## src/rtl/mem_responder.sv

```systemverilog
// mem_responder: fixed-latency memory-side responder for the LC-3b
// mem_read / mem_write / mem_resp handshake. Storage is a word array with
// byte-lane write enables. Every transaction walks IDLE -> BUSY -> RESP -> TURN.
module mem_responder #(
  parameter int ADDR_WIDTH = 8,
  parameter int LATENCY    = 3
) (
  input  logic        clk,
  input  logic        reset,
  input  logic        mem_read,
  input  logic        mem_write,
  input  logic [1:0]  mem_byte_enable,
  input  logic [15:0] mem_address,
  input  logic [15:0] mem_wdata,
  output logic [15:0] mem_rdata,
  output logic        mem_resp
);

  typedef enum logic [1:0] {IDLE, BUSY, RESP, TURN} state_t;

  // Captured request. idx is the word index; wr=0 means read.
  typedef struct packed {
    logic                  wr;
    logic [1:0]            be;
    logic [ADDR_WIDTH-1:0] idx;
    logic [15:0]           wdata;
  } req_t;

  // BUSY spans cycles 1..LATENCY-1. The counter is loaded so that it reaches
  // zero in the last BUSY cycle, and RESP is entered on the following edge.
  localparam logic [3:0] CNT_LOAD = (LATENCY >= 2) ? 4'(LATENCY - 2) : 4'd0;

  state_t      state, state_n;
  logic [3:0]  cnt, cnt_n;
  logic        accept;
  logic        commit;
  req_t        live_req, cap_req, op_req;
  logic [15:0] mem [2**ADDR_WIDTH];

  // Address bits outside the word index are intentionally ignored, so
  // addresses alias.
  logic unused_addr;
  assign unused_addr = ^{mem_address[15:ADDR_WIDTH+1], mem_address[0]};

  // Request as presented on the pins. A write wins when both requests are high.
  assign live_req.wr    = mem_write;
  assign live_req.be    = mem_byte_enable;
  assign live_req.idx   = mem_address[ADDR_WIDTH:1];
  assign live_req.wdata = mem_wdata;

  // When LATENCY=1 the request commits on the same edge that accepts it, so
  // the live pins are used in IDLE. Otherwise the captured copy is used.
  assign op_req = (state == IDLE) ? live_req : cap_req;

  // Completion is visible for the whole RESP cycle, which is registered state.
  assign mem_resp = (state == RESP);

  // Next-state and counter logic.
  always_comb begin
    state_n = state;
    cnt_n   = cnt;
    accept  = 1'b0;
    case (state)
      IDLE: begin
        if (mem_read || mem_write) begin
          accept  = 1'b1;
          cnt_n   = CNT_LOAD;
          state_n = (LATENCY == 1) ? RESP : BUSY;
        end
      end
      BUSY: begin
        if (cnt == 4'd0) state_n = RESP;
        else             cnt_n   = cnt - 4'd1;
      end
      RESP:    state_n = TURN;
      TURN:    state_n = IDLE;
      default: state_n = IDLE;
    endcase
    // The array or rdata is updated on the edge that enters RESP. Reset on
    // that edge aborts the transaction.
    commit = (state_n == RESP) && (state != RESP) && !reset;
  end

  // State register, counter, and registered read data.
  always_ff @(posedge clk) begin
    if (reset) begin
      state     <= IDLE;
      cnt       <= 4'd0;
      mem_rdata <= 16'h0000;
    end else begin
      state <= state_n;
      cnt   <= cnt_n;
      if (commit && !op_req.wr) mem_rdata <= mem[op_req.idx];
    end
  end

  // Request capture. Inputs are ignored outside IDLE.
  always_ff @(posedge clk) begin
    if (accept && !reset) cap_req <= live_req;
  end

  // Byte-lane writes into the array. Reset does not clear the contents.
  always_ff @(posedge clk) begin
    if (commit && op_req.wr) begin
      if (op_req.be[0]) mem[op_req.idx][7:0]  <= op_req.wdata[7:0];
      if (op_req.be[1]) mem[op_req.idx][15:8] <= op_req.wdata[15:8];
    end
  end

endmodule

```

## config.mk

```make
export PLATFORM = sky130hd
export DESIGN_NAME = mem_responder
export DESIGN_NICKNAME = d
export VERILOG_FILES = /design/src/rtl/mem_responder.sv
export SDC_FILE = /design/constraint.sdc
export NUM_CORES = 2
export LEC_CHECK = 0
export CORE_MARGIN = 4
export CORE_UTILIZATION = 55
export DETAILED_ROUTE_END_ITERATION = 16
export DONT_BUFFER_PORTS = 1
export GPL_ROUTABILITY_DRIVEN = 0
export HOLD_SLACK_MARGIN = 0.06
export PLACE_DENSITY = 0.77
export SYNTH_ARGS = -nofsm -noshare
export SYNTH_HDL_FRONTEND = slang
export SYNTH_SLANG_ARGS = --single-unit
```

## constraint.sdc

```tcl
create_clock -name clk -period 5 [get_ports clk]
set_clock_uncertainty 0.15 [all_clocks]
set_input_delay 0.5 -clock clk [delete_from_list [all_inputs] [get_ports clk]]
set_output_delay 0.5 -clock clk [all_outputs]
set_load 0.01 [all_outputs]
```

==> out/results.ini <==
[outcome]
violations=negative setup slack
outcome=complete, but fails checks

[clocking]
postCtsSetupBuffers=0
root_buffer=clkbuf_16
cts_tree=built
insertion_delay_ps=920
numCtsBuffers=391
cts_buffer_depth=4
clock_sinks=4145
clkTransAtPathRegs_ps=60
cts.htree.levels=5

[yosys]
netlist_instances=9013
synth-edff-count=4123
ys_ff_latch=4145
synthArstFlopShare_pct=0
netlist_area_um2=154000
ys_warn_count=0
seq_area_frac_synth_pct=80.7
ys_types=41
synth_area_per_cell_um2=17.1
ys.flop_type=edfxtp_1
syn-num-nets=9052

[die]
dieHeight_um=537
core.rowCount=194
ioPinCount=55
fp.coreArea_um2=279000
die_w_um=537
die_area_um2=289000
start_util_pct=55.2

[flow_run]
timing.max_cap.violations=0

[power]
comb_power_share_pct=12.1
p_total_mw=79.0
power.internal_mw=59.0
p_sw_share_pct=25.3
p_sw_mw=20.0
clockPowerShare_pct=37.1
pwr-share-seq_pct=50.8
p_per_area_nw_per_um2=458
cellLeakagePower_nw=51.3
ir_drop_uv=293

[min_path]
hold_class=in -> reg

[timing]
finalCriticalPeriod_ps=5040
worst_pin_slew_ps=1290
setup_viol=1
fin_crit_sh_pct=101
fmax_ghz=0.199
rsz0062_at_grt=no
layout_setup_ws_ps=-37.5
slew_viol_final=0
hold_viol=0
timing.slew.headroom_pct=13.5

[grt]
busiest_layer=met2
grt_pass1_vias=87500
grt_pass1_wl_um=585000
grt.total_usage_pct=27.2
use_met2_pct=42.4
grt_use_met1_pct=36.0
antenna_found_initial=18
gr-total-overflow=0
grt_max_degree=136
use_met3_pct=6.48

[drt]
dr.pass1.iters=8
wl_um=403000
vias_per_cell=6.86
post-route-drc-count=0
ant_nets=0
drt_iter0_markers=14700
wl_per_cell_um=30.6
vias=90300

[setup_path]
rrSetupSlack_ps=-40
crit_slowest_cell=o41ai_1
crit_fanout=29
crit_chain=or2_1 > or3_1 > o31a_2 > buf_12 > buf_4 > a21oi_1 > o41ai_1 > a41oi_1 > a21oi_1 > a211oi_1
start_kind=flip-flop
critPathKind=reg -> reg
critPathMaxStageDelay_ps=890
worstPathArrival_ps=5640
end_kind=flip-flop
cpMostUsedCell=a21oi_1
cp.required_ps=5610

[finish]
syn2layout_area_growth_pct=12.0
fillCellCount=18300
drive_above_1_share_pct=9.86
post-route-util_pct=61.8
nets=9115
fin_area_um2=172000

[place]
portBuffers=0
placed_area_um2=159000
dpl.hpwl_um=232000

synthesized netlist by cell type, types with 2 or more instances:
cell type / count / share of area (%)
o41ai_1: 256 / 1.5
o31ai_2: 2 / 0.016
buf_2: 433 / 1.4
nand3b_1: 8 / 0.039
nand2_1: 88 / 0.21
or3_1: 4 / 0.016
buf_1: 50 / 0.12
buf_4: 9 / 0.044
o31ai_1: 2 / 0.0097
nand3_1: 40 / 0.13
and2_1: 5 / 0.020
o21ai_0: 3 / 0.0097
or4b_1: 2 / 0.013
a311oi_1: 9 / 0.051
a211oi_1: 7 / 0.034
a22oi_1: 2048 / 10
a41oi_1: 32 / 0.18
dfxtp_1: 22 / 0.29
o21bai_1: 2 / 0.0097
a21oi_1: 1059 / 3.4
inv_1: 6 / 0.015
edfxtp_1: 4123 / 80
nand2b_1: 12 / 0.049
nand4_1: 27 / 0.11
clkbuf_1: 192 / 0.47
buf_6: 2 / 0.015
o21ai_2: 3 / 0.017
nor3_1: 9 / 0.029
a31oi_1: 4 / 0.016
o21a_1: 5 / 0.024
nor2_1: 536 / 1.3
o21ai_1: 4 / 0.013
power by group through the flow:
stage	clock [mW]	sequential, mW	combinational, mW
floorplan	0	41.3	5.13
global placement	0	40.8	8.89
detailed placement	0	40.8	9.20
CTS	29.4	40.1	9.32
global route	30.9	40.1	9.97
finish	29.3	40.1	9.58
critical path: cells and delay by family (launching register included):
family / cells / cell delay (ps)
AND/OR/NAND/NOR: 2 / 620
flip-flops: 1 / 590
AO/OA/AOI/OAI: 6 / 2880
buffers and inverters: 2 / 600
layout by cell type (no fill, tap or decap), types with 5 or more instances in the layout:
cell	count
edfxtp_1	4123
a22oi_1	2048
a21oi_1	1057
nor2_1	534
clkbuf_16	396
o41ai_1	256
buf_4	241
clkinv_1	97
buf_12	85
clkinv_2	75
nand2_1	69
clkbuf_1	67
bufinv_16	42
diode_2	38
a41oi_1	32
dlygate4sd3_1	29
nand3_1	28
nand4_1	27
dfxtp_1	22
nand2b_1	12
nand3_2	12
clkinvlp_4	12
nand2_8	10
nand2_4	9
a311oi_1	9
nor3_1	9
inv_6	9
nand3b_1	8
clkinv_8	7
inv_1	6
a211oi_1	6
and2_1	5
sequential cells by signal (all words and copies together) (netlist names):
signal,count
cap_req,27
cnt,4
mem,4096
mem_rdata,16
state,2
path summary, 6_finish.rpt:
kind | from | cells past startpoint | to
max | state[1]$_SDFF_PP0_ | 10 | mem_rdata[9]$_SDFFE_PP0P_
min | mem_wdata[2] | 1 | cap_req[2]$_DFFE_PP_
max reg2reg | state[1]$_SDFF_PP0_ | 10 | mem_rdata[9]$_SDFFE_PP0P_
min reg2reg | cnt[0]$_SDFFE_PP0P_ | 1 | cnt[0]$_SDFFE_PP0P_
timing repair:
item | CTS | global route
hold buffers | 30 | 0
resized for setup | 0 | 0
hold endpoints to repair | 141 | 0
setup endpoints to repair | 0 | 1
metal layers:
metal	vias to the layer above	share of wire, %
met5	-	0.0087
met4	6	5.8
met3	1141	13
met2	7038	47
met1	44700	34
li1	37400	-
metrics by stage:
stage	hold WS, ps	setup slack, ps	setup TNS, ps	std cells
finish	88.0	-37.5	-37.5	13200
global route	89.7	37.1	0	13200
CTS	65.6	230	0	13100
detailed placement	336	292	0	12400
global placement	327	428	0	12400
floorplan	316	-246	-377720	9013
area by class of cell:
type	count	area (um2)	area share (%)
Antenna cell	38	95.1	0.0552
Tap cell	3724	4660	2.70
Clock buffer	466	10200	5.92
Timing Repair Buffer	355	3800	2.20
Inverter	6	22.5	0.0131
Sequential cell	4145	124000	72.1
Clock inverter	249	2380	1.38
Multi-Input combinational cell	4177	27000	15.6
kinds of logic (layout without fill, tap and decap cells):
family          after synthesis  in the layout  share of synthesized area [%]
compound gates             3438           3438                           15.3
simple gates                735            736                           1.95
buf+inv                     692           1076                           2.07
other cells                   0             38                              0
fa+ha+maj                     1              1                        0.00812
flops                      4145           4145                           80.7
xor+xnor                      2              2                         0.0114
(Power assumes the default switching activity.)
